[src/rtl/mc_control_fsm.sv]
// Multi-cycle RV32I control unit: sequences FETCH/DECODE/EXEC/MEM/WB and drives
// the ALU select code, operand/immediate/PC/writeback selects and datapath enables.
module mc_control_fsm (
   input  logic        clk,
   input  logic        rst_n,
   input  logic [31:0] instr,
   input  logic        mem_ready,
   input  logic        br_cond,
   output logic [3:0]  alusel,
   output logic        a_sel,
   output logic        b_sel,
   output logic [2:0]  imm_sel,
   output logic        pc_sel,
   output logic        pc_we,
   output logic        ir_we,
   output logic        reg_we,
   output logic        mem_req,
   output logic        mem_we,
   output logic [1:0]  wb_sel,
   output logic        illegal,
   output logic [2:0]  state
);

   typedef enum logic [2:0] {
      StFetch  = 3'd0,
      StDecode = 3'd1,
      StExec   = 3'd2,
      StMem    = 3'd3,
      StWb     = 3'd4,
      StTrap   = 3'd7
   } state_e;

   localparam logic [6:0] OpLui    = 7'b0110111;
   localparam logic [6:0] OpAuipc  = 7'b0010111;
   localparam logic [6:0] OpJal    = 7'b1101111;
   localparam logic [6:0] OpJalr   = 7'b1100111;
   localparam logic [6:0] OpBranch = 7'b1100011;
   localparam logic [6:0] OpLoad   = 7'b0000011;
   localparam logic [6:0] OpStore  = 7'b0100011;
   localparam logic [6:0] OpImm    = 7'b0010011;
   localparam logic [6:0] OpReg    = 7'b0110011;

   localparam logic [3:0] AluAdd   = 4'b0000;
   localparam logic [3:0] AluPassB = 4'b1110;

   localparam logic [2:0] ImmI = 3'b000;
   localparam logic [2:0] ImmS = 3'b001;
   localparam logic [2:0] ImmB = 3'b010;
   localparam logic [2:0] ImmU = 3'b011;
   localparam logic [2:0] ImmJ = 3'b100;

   state_e     state_q;
   logic       illegal_q;
   logic [6:0] opcode;
   logic [2:0] funct3;
   logic       alt;
   logic       is_load, is_store, is_branch, is_jump, legal;

   assign opcode    = instr[6:0];
   assign funct3    = instr[14:12];
   assign alt       = instr[30];
   assign is_load   = (opcode == OpLoad);
   assign is_store  = (opcode == OpStore);
   assign is_branch = (opcode == OpBranch);
   assign is_jump   = (opcode == OpJal) || (opcode == OpJalr);
   assign legal     = (opcode == OpLui) || (opcode == OpAuipc) || is_jump || is_branch ||
                      is_load || is_store || (opcode == OpImm) || (opcode == OpReg);

   logic unused_instr;
   assign unused_instr = ^{instr[31], instr[29:15], instr[11:7]};

   // sub/sra selected by alt; callers clear alt where it must be ignored.
   function automatic logic [3:0] alu_code(input logic [2:0] f3, input logic sub_sra);
      case (f3)
         3'b000:  alu_code = sub_sra ? 4'b0001 : 4'b0000;
         3'b001:  alu_code = 4'b0111;
         3'b010:  alu_code = 4'b1000;
         3'b011:  alu_code = 4'b1001;
         3'b100:  alu_code = 4'b0100;
         3'b101:  alu_code = sub_sra ? 4'b0110 : 4'b0101;
         3'b110:  alu_code = 4'b0011;
         default: alu_code = 4'b0010;
      endcase
   endfunction

   always_ff @(posedge clk) begin
      if (!rst_n) begin
         state_q   <= StFetch;
         illegal_q <= 1'b0;
      end else begin
         case (state_q)
            StFetch:  if (mem_ready) state_q <= StDecode;
            StDecode: begin
               if (legal) begin
                  state_q <= StExec;
               end else begin
                  state_q   <= StTrap;
                  illegal_q <= 1'b1;
               end
            end
            StExec: begin
               if (is_branch)                state_q <= StFetch;
               else if (is_load || is_store) state_q <= StMem;
               else                          state_q <= StWb;
            end
            StMem:    if (mem_ready) state_q <= is_load ? StWb : StFetch;
            StWb:     state_q <= StFetch;
            StTrap:   state_q <= StTrap;
            default:  state_q <= StFetch;
         endcase
      end
   end

   always_comb begin
      alusel  = AluAdd;
      a_sel   = 1'b0;
      b_sel   = 1'b0;
      imm_sel = ImmI;
      pc_sel  = 1'b0;
      pc_we   = 1'b0;
      ir_we   = 1'b0;
      reg_we  = 1'b0;
      mem_req = 1'b0;
      mem_we  = 1'b0;
      wb_sel  = 2'b00;
      // Everything stays quiet during the reset cycle, whatever state holds.
      if (rst_n) begin
         case (state_q)
            StFetch: begin
               mem_req = 1'b1;
               if (mem_ready) begin
                  ir_we = 1'b1;
                  pc_we = 1'b1;
               end
            end
            StExec: begin
               case (opcode)
                  OpReg:   alusel = alu_code(funct3, alt);
                  OpImm: begin
                     alusel = alu_code(funct3, alt && (funct3 == 3'b101));
                     b_sel  = 1'b1;
                  end
                  OpLui: begin
                     alusel  = AluPassB;
                     b_sel   = 1'b1;
                     imm_sel = ImmU;
                  end
                  OpAuipc: begin
                     a_sel   = 1'b1;
                     b_sel   = 1'b1;
                     imm_sel = ImmU;
                  end
                  OpLoad:  b_sel = 1'b1;
                  OpStore: begin
                     b_sel   = 1'b1;
                     imm_sel = ImmS;
                  end
                  OpBranch: begin
                     a_sel   = 1'b1;
                     b_sel   = 1'b1;
                     imm_sel = ImmB;
                     pc_sel  = 1'b1;
                     pc_we   = br_cond;
                  end
                  OpJal: begin
                     a_sel   = 1'b1;
                     b_sel   = 1'b1;
                     imm_sel = ImmJ;
                     pc_sel  = 1'b1;
                     pc_we   = 1'b1;
                  end
                  OpJalr: begin
                     b_sel  = 1'b1;
                     pc_sel = 1'b1;
                     pc_we  = 1'b1;
                  end
                  default: ;
               endcase
            end
            StMem: begin
               b_sel   = 1'b1;
               imm_sel = is_store ? ImmS : ImmI;
               mem_req = 1'b1;
               mem_we  = is_store;
            end
            StWb: begin
               reg_we = 1'b1;
               if (is_load)      wb_sel = 2'b01;
               else if (is_jump) wb_sel = 2'b10;
               else              wb_sel = 2'b00;
            end
            default: ;
         endcase
      end
   end

   assign illegal = illegal_q;
   assign state   = state_q;

endmodule

[config.mk]
export PLATFORM = sky130hd
export DESIGN_NAME = mc_control_fsm
export DESIGN_NICKNAME = d
export VERILOG_FILES = /design/src/rtl/mc_control_fsm.sv
export SDC_FILE = /design/constraint.sdc
export NUM_CORES = 1
export LEC_CHECK = 0
export ABC_AREA = 1
export CAP_MARGIN = 20
export CELL_PAD_IN_SITES_DETAIL_PLACEMENT = 1
export CELL_PAD_IN_SITES_GLOBAL_PLACEMENT = 1
export CORE_MARGIN = 2
export CORE_UTILIZATION = 36
export CTS_CLUSTER_SIZE = 8
export DETAILED_ROUTE_END_ITERATION = 6
export DONT_BUFFER_PORTS = 1
export PLACE_DENSITY_LB_ADDON = 0.3
export SYNTH_ARGS = -nofsm -noshare
export SYNTH_HDL_FRONTEND = slang
export SYNTH_SLANG_ARGS = --single-unit
[constraint.sdc]
create_clock -name clk -period 2.2 [get_ports clk]
set_input_delay 0.66 -clock clk [delete_from_list [all_inputs] [get_ports clk]]
set_output_delay 0.66 -clock clk [all_outputs]
set_load 0.03 [all_outputs]
==> flow_summary.toml, run 1 <==
[status]
status = "aborted with a tool error"
stop_error = "[ERROR DPL-0033] detailed placement checks failed during check placement."
last-stage-reached = "global routing (5_1_grt)"

[placed_design]
place.detailed.hpwl_microns = 2280
portBuffers = 0
gp_congestion = 0.819

[logic_synthesis]
synth_mux_area_frac = 0
synth_nets = 157
synth_simple_gate_area_frac = 0.561
synth-compound-area-share = 0.170
synthesis.area_sq_um = 661
syn-mean-instance-area_sq_um = 5.46
postSynthCellCount = 121
synth.distinct_cells = 25
share_of_synthesized_area_occupied_by_flip_flops_and_latches = 0.121
dominantRegCellSynth = "dfxtp_1"
yosysWarningCount = 0
yosys.area_share.xor_xnor = 0
count_of_flip_flops_with_a_built_in_enable_after_synthesis = 0
yosys_register_bits = 4
synth_adder_area_share = 0
async_flop_share = 0
combinational_family_with_the_most_area_after_synthesis = "simple AND/OR/NAND/NOR gates"

[clocking]
cts.root.buffer_cell = "clkbuf_4"
clk_path_buf_depth = 2
numClockSinks = 4
cts_made_buffers = 3
h-tree-depth = 1

[global_routing]
maximum_number_of_pins_on_one_net_before_global_route_repair = 8
antenna_found_initial = 0

[die]
die_h_microns = 46.8
initial_core_util = 0.383
fp.dieW_microns = 46.8
core.rowCount = 15
num_io_pins = 57

[timing]
timing.repair.worst_endpoint_type = "primary output"
repair-timing-grt-worst-ep = "imm_sel[0]"
-- cell families after synthesis --
logic type | count (synthesis)
AOI/OAI and AO/OA | 20
DFF | 4
buffers and inverters | 26
and+or+nand+nor | 71
-- through the flow --
stage / area (sq um) / setup TNS, ns / cells / worst slack, ns / hold slack, ns
floorplan: 717 / -0.711 / 121 / -0.159 / 0.603
global placement: 991 / -0.0215 / 175 / -0.0154 / 0.586
detailed placement: 991 / -0.279 / 175 / -0.0832 / 0.583
CTS: 1070 / 0 / 181 / 0.00204 / 0.597
-- what timing repair did --
action                     CTS
gates resized for setup     11
buffers inserted             3
setup endpoints to repair   11
pin swaps                    3
hold buffers                 0
-- synthesized netlist by cell type, types with 2 or more instances --
cell | n | area share
nor3_1 | 4 | 0.030
nand3_1 | 13 | 0.098
nor2_1 | 12 | 0.068
nand2_2 | 2 | 0.019
a21oi_1 | 7 | 0.053
nand3_2 | 2 | 0.030
o21ai_0 | 4 | 0.030
nand2_1 | 21 | 0.12
nor2_2 | 5 | 0.047
inv_2 | 8 | 0.045
dfxtp_1 | 4 | 0.12
nand4_1 | 4 | 0.038
inv_1 | 18 | 0.10
o21ai_1 | 4 | 0.030
nor2_4 | 2 | 0.034
nor3_2 | 2 | 0.030
==> run 2: changes to the inputs <==
- CELL_PAD_IN_SITES_DETAIL_PLACEMENT: 1 -> default
- CELL_PAD_IN_SITES_GLOBAL_PLACEMENT: 1 -> default
- CORE_AREA: default -> 2 2 63 65
- CORE_MARGIN: 2 -> default
- CORE_UTILIZATION: 36 -> default
- CTS_CLUSTER_SIZE: 8 -> default
- DIE_AREA: default -> 0 0 65 67
- PLACE_DENSITY_LB_ADDON: 0.3 -> 0.15
==> run 2 against run 1 <==
The flow now finishes without violations. Synthesized area unchanged. Synthesized cell count unchanged.
==> flow_summary.toml, run 2 <==
[die]
core.rowCount = 22
initial_core_util = 0.183
die_h_microns = 67
num_io_pins = 57
fp.dieArea_sq_um = 4360
core_area_sq_um = 3610
fp.dieW_microns = 65

[pwr]
cell_internal_power_uw = 316
share_seq_of_total_power = 0.205
vdd.ir_drop.worst_uv = 667
swShare = 0.447
power.static_leakage_nw = 0.560
design_power_total_uw = 571
pwr_dens_nw_per_um2 = 451
power.switching_uw = 255
pwr-share-clk = 0.263
power.combinational.fraction = 0.532

[logic_synthesis]
postSynthCellCount = 121
dominantRegCellSynth = "dfxtp_1"
synth-compound-area-share = 0.170
combinational_family_with_the_most_area_after_synthesis = "simple AND/OR/NAND/NOR gates"
yosys_register_bits = 4
count_of_flip_flops_with_a_built_in_enable_after_synthesis = 0
synth_mux_area_frac = 0
synth.top_cells.by_count = "nand2_1, inv_1, nand3_1"
syn-mean-instance-area_sq_um = 5.46
ys_top_cells_by_area = "dfxtp_1, nand2_1, inv_1"
share_of_synthesized_area_occupied_by_flip_flops_and_latches = 0.121
synth_largest_type_area_fraction = 0.121
yosys.area_share.xor_xnor = 0
synth_top_area_cell = "dfxtp_1"
dominant_cell_by_count_in_the_synthesized_netlist = "nand2_1"
synth_simple_gate_area_frac = 0.561
yosysWarningCount = 0
synth.distinct_cells = 25
synth_adder_area_share = 0
synth_nets = 157
synthesis.area_sq_um = 661
async_flop_share = 0

[setup_path]
critical_path.cell_chain = "clkinvlp_4 -> nor2_4 -> inv_2 -> buf_6 -> a21oi_4 -> buf_6"
worst-endpoint-arrival_ns = 1.52
critPathCaptureType = "output pin"
worst_path_most_repeated_cell = "buf_6"
critPathRequiredTime_ns = 1.54
crit_slowest_cell = "nor2_4"
setup.worst_path.start_class = "primary input"
worstPathMaxFanout = 7
timing.setup.critical_path_class = "primary input to output pin"
timing.critical_path.max_delay_family = "buffers and inverters"
max_stage_delay_ns = 0.22
ff2ff_setup_slack_ns = 0.78
path_buf_inv = 4

[timing]
timing.final.ws_setup_ns = 0.0168
setup_repair_after_global_routing_missed_its_margin = "true"
final_max_slew_viol_count = 0
setup_violations = 0
slew_at_the_pin_with_the_worst_max_slew_slack_ns = 0.366
post_route_minimum_period_ns = 2.18
totalNegativeSetupSlack_ns = 0
fin_hold_ws_ns = 0.636
finalClockSkew_ns = 0.00264
final_hold_viol_count = 0
max_freq_mhz = 458
worst_slew_margin_rel = 0.753
layout_worst_path_cycle_share = 0.992

[route]
routed-via-count = 925
final_antenna_net_count = 0
wl_per_cell_microns = 11.4
drcViolationCount = 0
detailedRoute.firstIterationViolations = 22
drt_pass1_iterations = 4
drt_wl_total_microns = 2370
drt-vias-per-instance = 4.47

[layout]
post_route_cells_drive_above_1_share = 0.591
insertedDiodeCount = 0
stdcell_count = 207
nNetsFinal = 197
final_area_sq_um = 1270
syn2layout_area_growth_pct = 91.7
commonest_non_fill_non_tap_cells_in_the_layout = "buf_4, nand2_1, inv_1"
mostFrequentLayoutCell = "buf_4"
post-route-util = 0.351
largest_register_ff_count = 3

[placed_design]
detailed_place.area_sq_um = 1010
place.detailed.hpwl_microns = 1930
placement.setup.worst_slack_ns = -0.0764
gp_congestion = 0.797
place_inst = 197
portBuffers = 0

[clocking]
post_cts_hold_buffers = 0
cts_made_buffers = 3
numClockSinks = 4
clkTransAtPathRegs_ns = 0.03
clk-insertion-delay-late_ns = 0.21
cts.root.buffer_cell = "clkbuf_8"
clk_path_buf_depth = 2
h-tree-depth = 1
cts_tree = "built"

[global_routing]
grt_overflow = 0
first_global_vias = 918
maximum_number_of_pins_on_one_net_before_global_route_repair = 8
grt_usage = 0.109
grt_first_pass_wirelength_microns = 3780
antenna_found_initial = 0

[status]
status = "finished clean"

[hold_path]
hold_class = "register to register"

[job]
max_capacitance_violation_total = 0
[run 2: final timing paths]
check | depth (start not counted) | from | endpoint
worst max-delay path | 6 | rst_n | pc_sel
worst min-delay path | 2 | illegal$_SDFFE_PN0P_ | illegal$_SDFFE_PN0P_
worst max register to register | 7 | state[0]$_SDFFE_PN0P_ | state[0]$_SDFFE_PN0P_
worst min register to register | 2 | illegal$_SDFFE_PN0P_ | illegal$_SDFFE_PN0P_
[run 2: power by group through the flow]
stage,clock [mW],sequential [mW],combinational [mW]
2_1_floorplan,0,0.141,0.165
3_3_place_gp,0,0.117,0.276
3_5_place_dp,0,0.116,0.279
4_1_cts,0.155,0.116,0.289
5_1_grt,0.162,0.119,0.336
6_report,0.150,0.117,0.304
[run 2: area by class of cell]
cell class                 instances  area (sq um)
fill                             401          2340
multi-input combinational         91           653
timing repair buffer              35           314
inverter                          26           116
sequential                         4          81.3
tap                               48          60.1
clock buffer                       3          41.3
[run 2: worst register-to-register path, delay by kind of cell (launching register included)]
family | cells | cell delay (ns)
flip-flops | 1 | 0.42
AND/OR/NAND/NOR | 3 | 0.40
buffers and inverters | 2 | 0.34
AO/OA/AOI/OAI | 2 | 0.20
[run 2: layer usage]
layer,up-vias,global-route usage,share of wire
met5,-,0,0
met3,0,0.0355,0.077
li1,471,-,-
met1,423,0.126,0.42
met4,0,0.00798,0
met2,31,0.201,0.51
[run 2: logic make-up after synthesis]
| family | Yosys count |
|---|---|
| and+or+nand+nor | 71 |
| buffers and inverters | 26 |
| DFF | 4 |
| AOI/OAI and AO/OA | 20 |
[run 2: what timing repair did]
action	in CTS	in global routing
resized for setup	10	39
pin swaps	3	14
setup endpoints to repair	7	14
endpoints found under the hold margin	0	0
setup buffers	4	3
Note: power is estimated with default switching activity, not from simulation.
